==> config.mk <==
export PLATFORM = sky130hd
export DESIGN_NAME = lfsr_engine_flat
export DESIGN_NICKNAME = d
export VERILOG_FILES = /design/src/rtl/lfsr_engine_pkg.sv /design/src/rtl/lfsr_engine_if.sv /design/src/rtl/lfsr_engine_step.sv /design/src/rtl/lfsr_engine.sv /design/src/flat_wrapper.sv
export SDC_FILE = /design/constraint.sdc
export NUM_CORES = 1
export LEC_CHECK = 0
export CAP_MARGIN = 20
export CORE_MARGIN = 5
export CORE_UTILIZATION = 54
export DETAILED_ROUTE_END_ITERATION = 7
export GPL_TIMING_DRIVEN = 0
export PLACE_DENSITY = 0.83
export SLEW_MARGIN = 20
export SYNTH_ARGS = -nofsm -noshare
export SYNTH_HDL_FRONTEND = slang
export SYNTH_SLANG_ARGS = --single-unit
==> constraint.sdc <==
create_clock -name clk -period 5.5 [get_ports clk]
set_input_delay 1.65 -clock clk [delete_from_list [all_inputs] [get_ports clk]]
set_output_delay 1.65 -clock clk [all_outputs]
set_load 0.01 [all_outputs]
==> src/rtl/lfsr_engine_pkg.sv <==
// Shared types and constants for the LFSR engine.
// Imported by the step logic, the engine and the bench.
package lfsr_pkg;

  typedef enum logic {
    LFSR_FIBONACCI = 1'b0,
    LFSR_GALOIS    = 1'b1
  } lfsr_mode_e;

  typedef enum logic [1:0] {
    IDLE = 2'd0,
    RUN  = 2'd1,
    DONE = 2'd2
  } lfsr_state_e;

  localparam logic [3:0] LFSR_POLY_4 = 4'b1001;

endpackage

==> src/rtl/lfsr_engine_if.sv <==
// Control and status bundle between an LFSR engine and its user.
// The master drives the controls; the engine is the slave.
interface lfsr_engine_if #(
  parameter int N = 4
) ();

  logic         load_seed;
  logic [N-1:0] seed_data;
  logic         mode;
  logic         stop_on_done;
  logic         enable;
  logic [N-1:0] lfsr_data;
  logic         lfsr_valid;
  logic         lfsr_done;
  logic [N-1:0] period;
  logic         lockup;

  modport master (
    output load_seed, seed_data, mode,
    output stop_on_done, enable,
    input  lfsr_data, lfsr_valid,
    input  lfsr_done, period, lockup
  );

  modport slave (
    input  load_seed, seed_data, mode,
    input  stop_on_done, enable,
    output lfsr_data, lfsr_valid,
    output lfsr_done, period, lockup
  );

endinterface

==> src/rtl/lfsr_engine_step.sv <==
// Combinational next-state for Fibonacci and Galois LFSRs.
// POLY bit i is the x^i coefficient; x^N is implicit.
module lfsr_step
  import lfsr_pkg::*;
#(
  parameter int           N    = 4,
  parameter logic [N-1:0] POLY = LFSR_POLY_4
) (
  input  logic [N-1:0] s,
  input  lfsr_mode_e   mode,
  output logic [N-1:0] next
);

  logic         fb;
  logic [N-1:0] fib;
  logic [N-1:0] gal;

  // Fibonacci tap for x^i reads the bit i places from the MSB.
  always_comb begin
    fb = 1'b0;
    for (int i = 0; i < N; i++) begin
      if (POLY[i]) fb = fb ^ s[N-1-i];
    end
  end

  assign fib = {s[N-2:0], fb};
  assign gal = {s[N-2:0], 1'b0}
             ^ ({N{s[N-1]}} & POLY);

  always_comb begin
    next = fib;
    unique case (1'b1)
      (mode == LFSR_GALOIS):    next = gal;
      (mode == LFSR_FIBONACCI): next = fib;
    endcase
  end

endmodule

==> src/rtl/lfsr_engine.sv <==
// Seeded LFSR engine: run/stop control, period measurement
// and zero-seed lockup protection.
module lfsr_engine
  import lfsr_pkg::*;
#(
  parameter int           N    = 4,
  parameter logic [N-1:0] POLY = LFSR_POLY_4
) (
  input logic          clk,
  input logic          reset,
  lfsr_engine_if.slave bus
);

  if (N < 3 || N > 32) begin : g_bad_n
    $error("lfsr_engine: N must be 3..32");
  end
  if (POLY[0] == 1'b0) begin : g_bad_poly
    $error("lfsr_engine: POLY[0] must be 1");
  end

  lfsr_state_e  state_q, state_d;
  lfsr_mode_e   mode_q;
  logic         stop_q;
  logic [N-1:0] seed_q;
  logic [N-1:0] data_q;
  logic [N-1:0] cnt_q;
  logic [N-1:0] period_q;
  logic         valid_q;
  logic         done_q;
  logic         lockup_q;

  logic [N-1:0] nxt;
  logic [N-1:0] seed_eff;
  logic         seed_zero;
  logic         do_step;
  logic         hit;

  lfsr_step #(
    .N    (N),
    .POLY (POLY)
  ) u_step (
    .s    (data_q),
    .mode (mode_q),
    .next (nxt)
  );

  // A zero seed would lock the register at zero forever.
  assign seed_zero = (bus.seed_data == '0);
  assign seed_eff  = seed_zero
                   ? {{(N-1){1'b0}}, 1'b1}
                   : bus.seed_data;
  assign hit       = (nxt == seed_q);

  always_ff @(posedge clk or posedge reset) begin
    if (reset) state_q <= IDLE;
    else       state_q <= state_d;
  end

  always_comb begin
    state_d = state_q;
    do_step = 1'b0;
    if (bus.load_seed) begin
      state_d = RUN;
    end else begin
      unique case (state_q)
        RUN: begin
          if (bus.enable) begin
            do_step = 1'b1;
            if (hit && stop_q) state_d = DONE;
          end
        end
        IDLE, DONE: ;
        default: state_d = IDLE;
      endcase
    end
  end

  always_ff @(posedge clk or posedge reset) begin
    if (reset) begin
      mode_q   <= LFSR_FIBONACCI;
      stop_q   <= 1'b0;
      seed_q   <= '0;
      data_q   <= '0;
      cnt_q    <= '0;
      period_q <= '0;
      valid_q  <= 1'b0;
      done_q   <= 1'b0;
      lockup_q <= 1'b0;
    end else begin
      done_q <= 1'b0;
      if (bus.load_seed) begin
        mode_q   <= lfsr_mode_e'(bus.mode);
        stop_q   <= bus.stop_on_done;
        seed_q   <= seed_eff;
        data_q   <= seed_eff;
        cnt_q    <= '0;
        valid_q  <= 1'b1;
        lockup_q <= seed_zero;
      end else if (do_step) begin
        data_q <= nxt;
        if (hit) begin
          done_q   <= 1'b1;
          period_q <= cnt_q + 1'b1;
          cnt_q    <= '0;
        end else begin
          cnt_q <= cnt_q + 1'b1;
        end
      end
    end
  end

  assign bus.lfsr_data  = data_q;
  assign bus.lfsr_valid = valid_q;
  assign bus.lfsr_done  = done_q;
  assign bus.period     = period_q;
  assign bus.lockup     = lockup_q;

endmodule

==> src/flat_wrapper.sv <==
// flat-port wrapper written by rule: the top's interface ports become plain ports
module lfsr_engine_flat import lfsr_pkg::*;
#(
  parameter int           N    = 4,
  parameter logic [N-1:0] POLY = LFSR_POLY_4
)
  (clk, reset, bus_load_seed, bus_seed_data, bus_mode, bus_stop_on_done, bus_enable, bus_lfsr_data, bus_lfsr_valid, bus_lfsr_done, bus_period, bus_lockup);
  lfsr_engine_if #(.N(N)) bus_i ();
  input logic clk;
  input logic reset;
  input wire logic [$bits(bus_i.load_seed)-1:0] bus_load_seed;
  input wire logic [$bits(bus_i.seed_data)-1:0] bus_seed_data;
  input wire logic [$bits(bus_i.mode)-1:0] bus_mode;
  input wire logic [$bits(bus_i.stop_on_done)-1:0] bus_stop_on_done;
  input wire logic [$bits(bus_i.enable)-1:0] bus_enable;
  output wire logic [$bits(bus_i.lfsr_data)-1:0] bus_lfsr_data;
  output wire logic [$bits(bus_i.lfsr_valid)-1:0] bus_lfsr_valid;
  output wire logic [$bits(bus_i.lfsr_done)-1:0] bus_lfsr_done;
  output wire logic [$bits(bus_i.period)-1:0] bus_period;
  output wire logic [$bits(bus_i.lockup)-1:0] bus_lockup;
  assign bus_i.load_seed = bus_load_seed;
  assign bus_i.seed_data = bus_seed_data;
  assign bus_i.mode = bus_mode;
  assign bus_i.stop_on_done = bus_stop_on_done;
  assign bus_i.enable = bus_enable;
  assign bus_lfsr_data = bus_i.lfsr_data;
  assign bus_lfsr_valid = bus_i.lfsr_valid;
  assign bus_lfsr_done = bus_i.lfsr_done;
  assign bus_period = bus_i.period;
  assign bus_lockup = bus_i.lockup;
  lfsr_engine #(.N(N), .POLY(POLY)) u_core (.clk(clk), .reset(reset), .bus(bus_i));
endmodule
== After elaboration in Yosys (flattened, before gate mapping) ==
Cells that the tools add are included.

* Add/sub/neg operators: 1
* Multipliers: 0
* Div/mod/pow operators: 0
* Order comparisons: 0
* Eq/ne operators: 6
* Shift operators: 0
* Multiplexer cells: 17
* Bitwise logic cells: 4
* Reductions and logical operators: 7

{| class="wikitable"
|+ Operators by type and width
! kind !! number
|-
| 4-bit two-way mux || 6
|-
| 4-bit one-hot mux with 2 select lines || 1
|-
| 1-bit two-way mux || 6
|-
| 2-bit two-way mux || 3
|-
| 3-bit AND reduction || 2
|-
| 4-bit by 1-bit adder with 4-bit output (second input constant) || 1
|-
| 4-bit equality test || 1
|-
| 4-bit logical NOT || 1
|-
| 2-bit one-hot mux with 2 select lines || 1
|-
| 4-bit bitwise XOR || 1
|-
| 3-bit by 2-bit inequality test with 1-bit output (second input constant) || 1
|-
| 3-bit inequality test (second input constant) || 1
|-
| 2-bit by 1-bit equality test with 1-bit output (second input constant) || 1
|-
| 2-bit equality test (second input constant) || 1
|-
| 2-bit logical NOT || 1
|-
| 2-bit inequality test (second input constant) || 1
|-
| 1-bit inverter || 2
|-
| 2-bit nonzero test || 1
|-
| 2-bit OR reduction || 1
|-
| 1-bit logical AND || 1
|-
| 1-bit bitwise XOR || 1
|}

* Bits in registers: 23
* Latch bits: 0
* Bits in writable memories: 0
* Memory bits (read-only): 0
* Input bits: 10
* Output and inout port bits: 11
* Logic and storage cells: 45
* Memories: 0

== Logic depth before layout (Yosys ltp) ==
Gate-level depths: netlist of the first run.

* Depth in word-level cells: 8
* Depth in mapped cells: 5

== Cells and area by module ==
Synthesis of the first run repeated with hierarchy kept, for this count alone.

* Cells, all modules: 100
* Area total of the unflattened synthesis: 1092.3 µm²

{| class="wikitable"
|+ Modules (own cells, without submodules)
! module !! instances !! cells each !! area each (µm²) !! seq. area each (µm²)
|-
| lfsr_engine || 1 || 94 || 1042.2 || 575.6
|-
| lfsr_step || 1 || 6 || 50.0 || 0.0
|}

== Worst setup path before layout of the first run ==
Ideal clock, no wire load.

* Kind: input to register
* From: in bus_enable
* To: reg u_core.period_q[1], in the netlist u_core.bus.period[1]
* Setup time: 0.125 ns
* Arrival time: 2.533 ns
* Path slack: 2.842 ns
* Stages: 3
* Cell sequence: nand3b_1 a2111oi_4 mux2_2

* Word-level cells in the longest chain between the ends: 4

{| class="wikitable"
|+ Ends and longest elaborated chain
! element !! line !! source
|-
| start, declared || flat_wrapper.sv:15 || <nowiki>input wire logic [$bits(bus_i.enable)-1:0] bus_enable;</nowiki>
|-
| 1-bit two-way mux || lfsr_engine.sv:67 || <nowiki>if (bus.enable) begin</nowiki>
|-
| 1-bit two-way mux || lfsr_engine.sv:65 || <nowiki>unique case (state_q)</nowiki>
|-
| 1-bit two-way mux || lfsr_engine.sv:62 || <nowiki>if (bus.load_seed) begin</nowiki>
|-
| 3-bit AND reduction (no source line) || - ||
|-
| end signal, assigned || lfsr_engine.sv:103 || <nowiki>period_q <= cnt_q + 1'b1;</nowiki>
|-
| end, declared || lfsr_engine.sv:27 || <nowiki>logic [N-1:0] period_q;</nowiki>
|}

No other way between the ends.
A chain may end at the register's enable or synchronous reset.

== Worst setup path after layout of the first run ==
* From: in bus_load_seed
* To: reg u_core.data_q[0], in the netlist u_core.bus.lfsr_data[0]

* Word-level cells in the longest chain between the ends: 2
* Elaborated cells on any way between the ends: 3
* Those cells by class: mux (2); reduce/logical (1)

{| class="wikitable"
|+ Ends and longest elaborated chain
! element !! line !! source
|-
| start, declared || flat_wrapper.sv:11 || <nowiki>input wire logic [$bits(bus_i.load_seed)-1:0] bus_load_seed;</nowiki>
|-
| 1-bit two-way mux || lfsr_engine.sv:62 ||
|-
| 2-bit nonzero test (no source line) || - ||
|-
| end signal, assigned || lfsr_engine.sv:100 || <nowiki>data_q <= nxt;</nowiki>
|-
| end, declared || lfsr_engine.sv:25 || <nowiki>logic [N-1:0] data_q;</nowiki>
|}

Parallel ways exist; a longest one is shown, timed or not.

==> results of run 1 <==
-- sequential cells by signal (all words and copies together) (netlist names) --
name / count
u_core.bus.lockup: 1
u_core.stop_q: 1
u_core.cnt_q: 4
u_core.state_q: 2
u_core.mode_q: 1
u_core.bus.lfsr_valid: 1
u_core.seed_q: 4
u_core.bus.lfsr_data: 4
u_core.bus.lfsr_done: 1
u_core.bus.period: 4
-- worst max-delay path: stages --
cell and delay, ns:
clkdlybuf4s50_1 0.53, clkbuf_1 0.34, clkbuf_1 0.40, o21ai_0 0.25
o31ai_1 0.13
-- synth_stat cells (all sizes together) --
library cell,count
dfrtp,23
o21ai,9
inv,8
a21oi,6
nor2b,6
xnor2,6
nand3b,5
clkbuf,4
mux2,4
mux2i,4
nand2,3
nor2,3
o31ai,3
or2,3
nand3,2
nor3,2
a2111oi,1
a211o,1
a211oi,1
a21o,1
a31oi,1
a41o,1
and2,1
and3,1
buf,1
ha,1
nor3b,1
o211ai,1
o31a,1
o41ai,1
or3,1
-- power groups by stage --
stage / Combinational, uW / Sequential (uW) / Clock, uW
floorplan: 53.8 / 208 / 0
global placement: 96.7 / 204 / 0
detailed placement: 98.5 / 206 / 0
CTS: 99.1 / 202 / 82.7
global route: 108 / 205 / 89.2
finish: 97.9 / 202 / 80.5
-- worst max-delay path by stage --
| stage | cells past startpoint | endpoint | slack [ns] | start |
|---|---|---|---|---|
| after floorplan | 3 | u_core.bus.period[1] | 2.84 | bus_enable |
| after global placement | 5 | u_core.bus.lfsr_data[0] | 2.17 | bus_load_seed |
| after detailed placement | 5 | u_core.bus.lfsr_data[0] | 2.12 | bus_load_seed |
| after CTS | 1 | bus_lfsr_data[0] | 2.43 | u_core.bus.lfsr_data[0] |
| after global routing | 5 | u_core.seed_q[0] | 2.33 | bus_load_seed |
| final | 5 | u_core.bus.lfsr_data[0] | 2.43 | bus_load_seed |
-- stage by stage --
stage	setup slack, ns	hold slack, ns	std cells	utilization
after global routing	2.33	0.498	157	0.706
after global placement	2.17	0.451	153	0.692
after CTS	2.43	0.485	157	0.706
after floorplan	2.84	0.492	106	-
final	2.43	0.478	157	0.706
after detailed placement	2.12	0.451	153	0.692
-- kinds of logic after synthesis --
logic type      synth area share
compound gates             0.168
fa+ha+maj                 0.0110
simple gates               0.144
buf+inv                   0.0495
flops                      0.506
xor+xnor                  0.0462
mux                       0.0748
-- area by class of cell --
| type | count | share of cell area |
|---|---|---|
| Sequential cell | 23 | 0.411 |
| Multi-Input combinational cell | 70 | 0.361 |
| Timing Repair Buffer | 20 | 0.143 |
| Tap cell | 27 | 0.0242 |
| Inverter | 8 | 0.0215 |
| Buffer | 5 | 0.0188 |
| Clock buffer | 3 | 0.0161 |
| Clock inverter | 1 | 0.00358 |
-- per-layer routing --
layer	up-vias	wire, microns	global-route usage
li1	421	-	-
met1	415	980	0.204
met2	23	1090	0.264
met3	5	105	0.0418
met4	0	50	0.0881
met5	-	0	0
==> results_dict.tcl, run 1 <==
set metrics [dict create \
    status "complete, no violations" \
    critPathKind "input pin to register" \
    hp-start "u_core.bus.lfsr_valid" \
    place_area_sq_mm 0.00137 \
    synth_seq_cells 23 \
    postLayoutCellArea_sq_mm 0.00140 \
    initial_core_util 0.574 \
    syn-mean-instance-area_sq_um 10.7 \
    fmax_ghz 0.326 \
    p_int_uw 266 \
    cap_violations 0 \
    reg2regPathDepth 4 \
    clock-sinks 23 \
    p_total_uw 381 \
    place.gp.congestion 0.814 \
    p_leak_uw 0.000601 \
    cts_buffers 3 \
    track_usage 0.165 \
    num-fill-cells 146 \
    clock_path_buffers 2 \
    areaGrowthSynthToFinish_pct 23.0 \
    synth.area.top_cells "dfrtp_1 (51%), xnor2_1 (4.6%), o21ai_0 (4.0%), mux2_2 (4.0%), mux2i_1 (3.5%)" \
    wl_microns 2230 \
    min_to "u_core.bus.lfsr_valid" \
    critPathArrivalTime_ns 3.30 \
    die_w_microns 55.9 \
    r2r_slack_ns 3.49 \
    root_buffer "clkbuf_4" \
    fin_crit_ns 3.07 \
    grt_pass1_wl_microns 4020 \
    coreArea_sq_mm 0.00198 \
    via_count 864 \
    hpwl_microns 1660 \
    worst_slew_pin_slew_ns 0.830 \
    hold_violations 0 \
    seq_power_share 0.531 \
    final_cell_mix "dfrtp_1 (23), clkdlybuf4s50_1 (20), o21ai_0 (9), inv_1 (8)" \
    p_per_area_mw_per_mm2 272 \
    period_share 0.558 \
    r2r-end "u_core.bus.period[1]" \
    power_frac_clock 0.211 \
    antenna_found_initial 0 \
    combPwrFrac 0.257 \
    first_global_vias 899 \
    setup_viol_count_final 0 \
    multi_input_area_sq_um 505 \
    die_area_sq_mm 0.00312 \
    synth_seq_area_share 0.506 \
    maxSlewViolCount 0 \
    cts_tree "built" \
    drt_iter0_markers 15 \
    layout.cells.most_common "dfrtp_1" \
    io_buffers 20 \
    synth_cell_types 31 \
    end_kind "register" \
    viasPerCell 5.50 \
    drive_gt1_frac 0.115 \
    syn_inst 106 \
    synth_area_sq_mm 0.00114 \
    cts_hold_buf 0 \
    yosysTopAreaCell "dfrtp_1" \
    syn-num-nets 117 \
    cp_max_fo 10 \
    yosysWarnings 0 \
    cts_htree_levels 1 \
    start_kind "input pin" \
    die_h_microns 55.9 \
    ff_latch_area_sq_um 576 \
    diodes 0 \
    netSwitchingPower_uw 115 \
    fin_tns_setup_ns 0 \
    ioPinCount 21 \
    peakVddDrop_uv 179 \
    r2r_start "u_core.bus.lfsr_data[0]" \
    hold_path_class "register to register" \
    grt_max_degree 24 \
    drc 0 \
    fin_nets 142 \
    switching_share 0.301 \
    required_ns 5.73 \
    ant_nets 0 \
    clk_pin_slew_ns 0.13 \
    clk-insertion-delay-late_ns 0.32 \
    rsz0062_at_grt "no" \
    dr.pass1.iters 4 \
    grt_overflow 0 \
    num_rows 16 \
    fin_worst_skew_ns 0.00137 \
    cts_setup_buffers 0 \
    cts_resized 0 \
    wl_per_cell_microns 14.2 \
    synth.top_cell.area_share 0.506 \
    holdPathStages 1 \
    max_slew_margin 0.446 \
]
Note: power is estimated with default switching activity, not from simulation.
==> inputs of run 2 (changes only) <==
--- a/config.mk
+++ b/config.mk
@@ -7,10 +7,10 @@
 export LEC_CHECK = 0
 export CAP_MARGIN = 20
 export CORE_MARGIN = 5
-export CORE_UTILIZATION = 54
+export CORE_UTILIZATION = 50
 export DETAILED_ROUTE_END_ITERATION = 7
 export GPL_TIMING_DRIVEN = 0
-export PLACE_DENSITY = 0.83
+export PLACE_DENSITY = 0.78
 export SLEW_MARGIN = 20
 export SYNTH_ARGS = -nofsm -noshare
 export SYNTH_HDL_FRONTEND = slang
==> constraint.sdc (replaced) <==
create_clock -name clk -period 3.12 [get_ports clk]
set_input_delay 0.936 -clock clk [delete_from_list [all_inputs] [get_ports clk]]
set_output_delay 0.936 -clock clk [all_outputs]
set_load 0.01 [all_outputs]
==> run 2 against run 1 <==
Effect of this change:
- power grew 73%
- clock-buffer cell count rose by 1
- via count decreased by 1.9%
==> results_dict.tcl, run 2 (synthesis results as in run 1) <==
set metrics [dict create \
    slowest_stage "clkdlybuf4s50_1" \
    clock_path_buffers 2 \
    cts_tree "built" \
    fmax_ghz 0.418 \
    route.met2.wl_microns 1070 \
    grt_overflow 0 \
    p_leak_uw 0.000598 \
    final_cells 158 \
    end_kind "register" \
    clock-sinks 23 \
    max_slew_margin 0.439 \
    drc 0 \
    wl_met1_microns 1040 \
    fin_tns_setup_ns 0 \
    postLayoutCellArea_sq_mm 0.00140 \
    rsz0062_at_grt "no" \
    top_layer "met4" \
    cp_max_fo 10 \
    peakVddDrop_uv 267 \
    diodes 0 \
    layout.cells.most_common "dfrtp_1" \
    die_w_microns 57.7 \
    place_area_sq_mm 0.00137 \
    drt_iter0_markers 13 \
    first_global_vias 858 \
    clk-insertion-delay-late_ns 0.29 \
    p_total_uw 660 \
    wl_per_cell_microns 14.0 \
    critPathKind "input pin to register" \
    final_cell_mix "dfrtp_1 (23), clkdlybuf4s50_1 (20), o21ai_0 (9), inv_1 (8)" \
    fin_nets 142 \
    io_buffers 20 \
    cts_resized 0 \
    dr.pass1.iters 4 \
    drive_gt1_frac 0.108 \
    cap_violations 0 \
    cts_buffers 3 \
    p_per_area_mw_per_mm2 472 \
    root_buffer "clkbuf_4" \
    grt_max_degree 24 \
    slowest_delay_ns 0.53 \
    hp-start "u_core.bus.lfsr_valid" \
    cts_htree_levels 1 \
    grt_pass1_wl_microns 3930 \
    ant_nets 0 \
    critPathArrivalTime_ns 2.60 \
    worstPathCellList "clkdlybuf4s50_1 > clkbuf_1 > clkbuf_1 > o21ai_0 > o21ai_0" \
    fin_crit_ns 2.39 \
    worst_slew_pin_slew_ns 0.841 \
    wl_met3_microns 82 \
    cts_hold_buf 0 \
    hold_violations 0 \
    critPathLaunch "bus_load_seed" \
    hold_ws_ns 0.475 \
    antenna_found_initial 0 \
    maxSlewViolCount 0 \
    status "complete, no violations" \
    start_kind "input pin" \
    hpwl_microns 1680 \
    die_h_microns 57.7 \
    place.gp.congestion 0.804 \
    ioPinCount 21 \
    period_share 0.767 \
    required_ns 3.33 \
    dp_cells 154 \
    areaGrowthSynthToFinish_pct 23.0 \
    fin_worst_skew_ns 0.00305 \
    track_usage 0.152 \
    initial_core_util 0.519 \
    wl_microns 2210 \
    num_rows 17 \
    clk_pin_slew_ns 0.11 \
    cts_setup_buffers 0 \
    coreArea_sq_mm 0.00219 \
    via_count 848 \
    r2r_start "u_core.bus.lfsr_data[0]" \
    setup_viol_count_final 0 \
    die_area_sq_mm 0.00333 \
    viasPerCell 5.37 \
    hold_path_class "register to register" \
]
-- run 2: changes by cell type in the layout (fill, tap and decap cells not counted) --
cell,previous run,this run
clkbuf_1,4,5
clkinv_2,1,0
-- run 2: worst max-delay path, delay by kind of cell --
kind                   cells  cell delay, ns
AO/OA/AOI/OAI              2            0.39
buffers and inverters      3            1.28
-- run 2: stage by stage --
stage / utilization / setup WS, ns
2_1_floorplan: - / 1.18
5_1_grt: 0.638 / 0.591
6_report: 0.638 / 0.725
3_3_place_gp: 0.626 / 0.502
3_5_place_dp: 0.626 / 0.445
4_1_cts: 0.638 / 0.758
-- run 2: layer usage --
| metal | GRT usage | vias to the layer above |
|---|---|---|
| met5 | 0 | - |
| met4 | 0.0497 | 0 |
| met3 | 0.0200 | 2 |
| met2 | 0.252 | 16 |
| met1 | 0.205 | 406 |
| li1 | - | 424 |
-- run 2: layout make-up --
cell class	instances	area (sq um)
multi-input cells	70	505
well taps	28	35.0
repair buffers	20	200
inverters	8	30.0
flip-flops and latches	23	576
plain buffers	5	26.3
fillers	182	792
clock buffers	4	26.3
-- run 2: worst paths after layout --
kind	slack (ns)	end	depth (start not counted)
max	0.73	u_core.seed_q[0]	5
min in group asynchronous	1.10	u_core.state_q[0]	2
min	0.47	u_core.bus.lfsr_valid	1
max reg2reg	1.13	u_core.bus.period[3]	4
min reg2reg	0.47	u_core.bus.lfsr_valid	1
max in group asynchronous	1.51	u_core.bus.lfsr_data[3]	2
-- run 2: power breakdown --
part           total (uW)  leakage [uW]  internal (uW)  switching (uW)
combinational         175      0.000298           91.9            83.5
sequential            356      0.000285            329            26.9
clock                 128     0.0000150           49.7            78.7
total                 660      0.000598            470             189
==> inputs of run 3 (changes only) <==
--- a/config.mk
+++ b/config.mk
@@ -7,10 +7,10 @@
 export LEC_CHECK = 0
 export CAP_MARGIN = 20
 export CORE_MARGIN = 5
-export CORE_UTILIZATION = 50
+export CORE_UTILIZATION = 45
 export DETAILED_ROUTE_END_ITERATION = 7
 export GPL_TIMING_DRIVEN = 0
-export PLACE_DENSITY = 0.78
+export PLACE_DENSITY = 0.74
 export SLEW_MARGIN = 20
 export SYNTH_ARGS = -nofsm -noshare
 export SYNTH_HDL_FRONTEND = slang
==> constraint.sdc (replaced) <==
create_clock -name clk -period 2 [get_ports clk]
set_input_delay 0.6 -clock clk [delete_from_list [all_inputs] [get_ports clk]]
set_output_delay 0.6 -clock clk [all_outputs]
set_load 0.01 [all_outputs]
==> run 3 against run 2 <==
Effect of this change:
- non-clock buffer count grew 9
- critical path type is now register to register
- largest cell class unchanged
- design area grew 8.1%
- sequential share of layout area shrank 2.9 points
- final cell count grew 7.0%
- core utilization shrank 2.3 points
- global-route usage shrank 0.74 points
==> results_dict.tcl, run 3 (synthesis results as in run 1) <==
set metrics [dict create \
    place_ws_ns -0.265 \
    cp_max_fo 6 \
    die_w_microns 60.3 \
    peakVddDrop_uv 622 \
    cts_tree "built" \
    place_area_sq_mm 0.00138 \
    dr.pass1.iters 4 \
    initial_core_util 0.463 \
    layout.cells.most_common "dfrtp_1" \
    wl_microns 2400 \
    coreArea_sq_mm 0.00245 \
    final.setup.worst_slack_ns 0.0543 \
    fin_nets 151 \
    postLayoutCellArea_sq_mm 0.00151 \
    cap_violations 0 \
    ioPinCount 21 \
    drive_gt1_frac 0.216 \
    critPathKind "register to register" \
    ant_nets 0 \
    rsz0062_at_grt "yes" \
    maxSlewViolCount 0 \
    root_buffer "clkbuf_4" \
    required_ns 2.20 \
    fin_worst_skew_ns 0.00585 \
    hold_violations 0 \
    die_h_microns 60.3 \
    cts_htree_levels 1 \
    drt_iter0_markers 25 \
    antenna_found_initial 0 \
    drc 0 \
    cts_hold_buf 0 \
    end_kind "register" \
    hold_path_class "register to register" \
    num-fill-cells 195 \
    io_buffers 20 \
    track_usage 0.144 \
    hpwl_microns 1670 \
    worst_slew_pin_slew_ns 0.844 \
    grt_overflow 0 \
    num_rows 18 \
    start_kind "register" \
    clock-sinks 23 \
    wl_per_cell_microns 14.2 \
    hold_ws_ns 0.479 \
    first_global_vias 904 \
    via_count 894 \
    reg2regPathDepth 5 \
    holdPathStages 1 \
    final_cell_mix "dfrtp_1 (21), clkdlybuf4s50_1 (20), o21ai_0 (9), buf_4 (9), inv_1 (8)" \
    fin_crit_ns 1.95 \
    grt_pass1_wl_microns 3940 \
    fmax_ghz 0.514 \
    grt_max_degree 24 \
    die_area_sq_mm 0.00363 \
    viasPerCell 5.29 \
    critPathArrivalTime_ns 2.15 \
    clk-insertion-delay-late_ns 0.31 \
    p_leak_uw 0.000668 \
    max_slew_margin 0.437 \
    status "complete, no violations" \
    clock_path_buffers 2 \
    p_per_area_mw_per_mm2 726 \
    clk_pin_slew_ns 0.13 \
    setup_viol_count_final 0 \
    period_share 0.973 \
    areaGrowthSynthToFinish_pct 32.9 \
    diodes 0 \
    place.gp.congestion 0.761 \
    cts_buffers 3 \
]
## run 3: final cells by class
type / count / area (sq um) / share of cell area
timing repair buffer: 29 / 268 / 0.177
buffer: 5 / 27.5 / 0.0182
tap: 30 / 37.5 / 0.0248
clock buffer: 3 / 22.5 / 0.0149
clock inverter: 1 / 5.00 / 0.00331
inverter: 8 / 30.0 / 0.0199
sequential: 23 / 578 / 0.382
multi-input combinational: 70 / 543 / 0.359
## run 3: metrics by stage
step | total power (uW) | TNS [ns] | cells | util
global placement | 828 | -3.32 | 156 | 0.560
detailed placement | 837 | -3.62 | 156 | 0.560
floorplan | 719 | 0 | 106 | -
finish | 1100 | 0 | 169 | 0.616
CTS | 1040 | 0 | 161 | 0.574
global route | 1160 | -0.0421 | 169 | 0.616
## run 3: critical path, cell delays in order, from the launching register on
cell and delay [ns]:
dfrtp_2 0.47, nor2b_4 0.14, o31a_4 0.38, a2111oi_4 0.33, buf_4 0.19, mux2_2 0.33
## run 3: report_power, final
group	internal (uW)	total (uW)	switching, uW
registers	514	559	45.1
clock network	74.5	214	139
logic	183	325	142
## run 3: path summary, 6_finish.rpt
| kind | from | to | slack (ns) |
|---|---|---|---|
| setup / recovery | u_core.bus.lfsr_data[0] | u_core.bus.period[1] | 0.05 |
| hold / removal | u_core.bus.lfsr_valid | u_core.bus.lfsr_valid | 0.48 |
| setup reg to reg | u_core.bus.lfsr_data[0] | u_core.bus.period[1] | 0.05 |
| hold reg to reg | u_core.bus.lfsr_valid | u_core.bus.lfsr_valid | 0.48 |
| max in group asynchronous | reset | u_core.bus.lfsr_data[2] | 0.69 |
| min in group asynchronous | reset | u_core.seed_q[1] | 0.74 |
## run 3: per-layer routing
layer  GRT usage  vias up  wire length (microns)  share of wire
met5           0        -                      0              0
met4      0.0633        0                     17         0.0071
met3      0.0216        2                     63          0.026
met2       0.228       17                   1190           0.49
met1       0.194      436                   1130           0.47
li1            -      439                      -              -
## run 3: timing repair
action | CTS | global route
setup buffers | 1 | 8
setup endpoints to repair | 3 | 7
resized for setup | 0 | 11
pin swaps | 2 | 4
hold endpoints to repair | 0 | 0
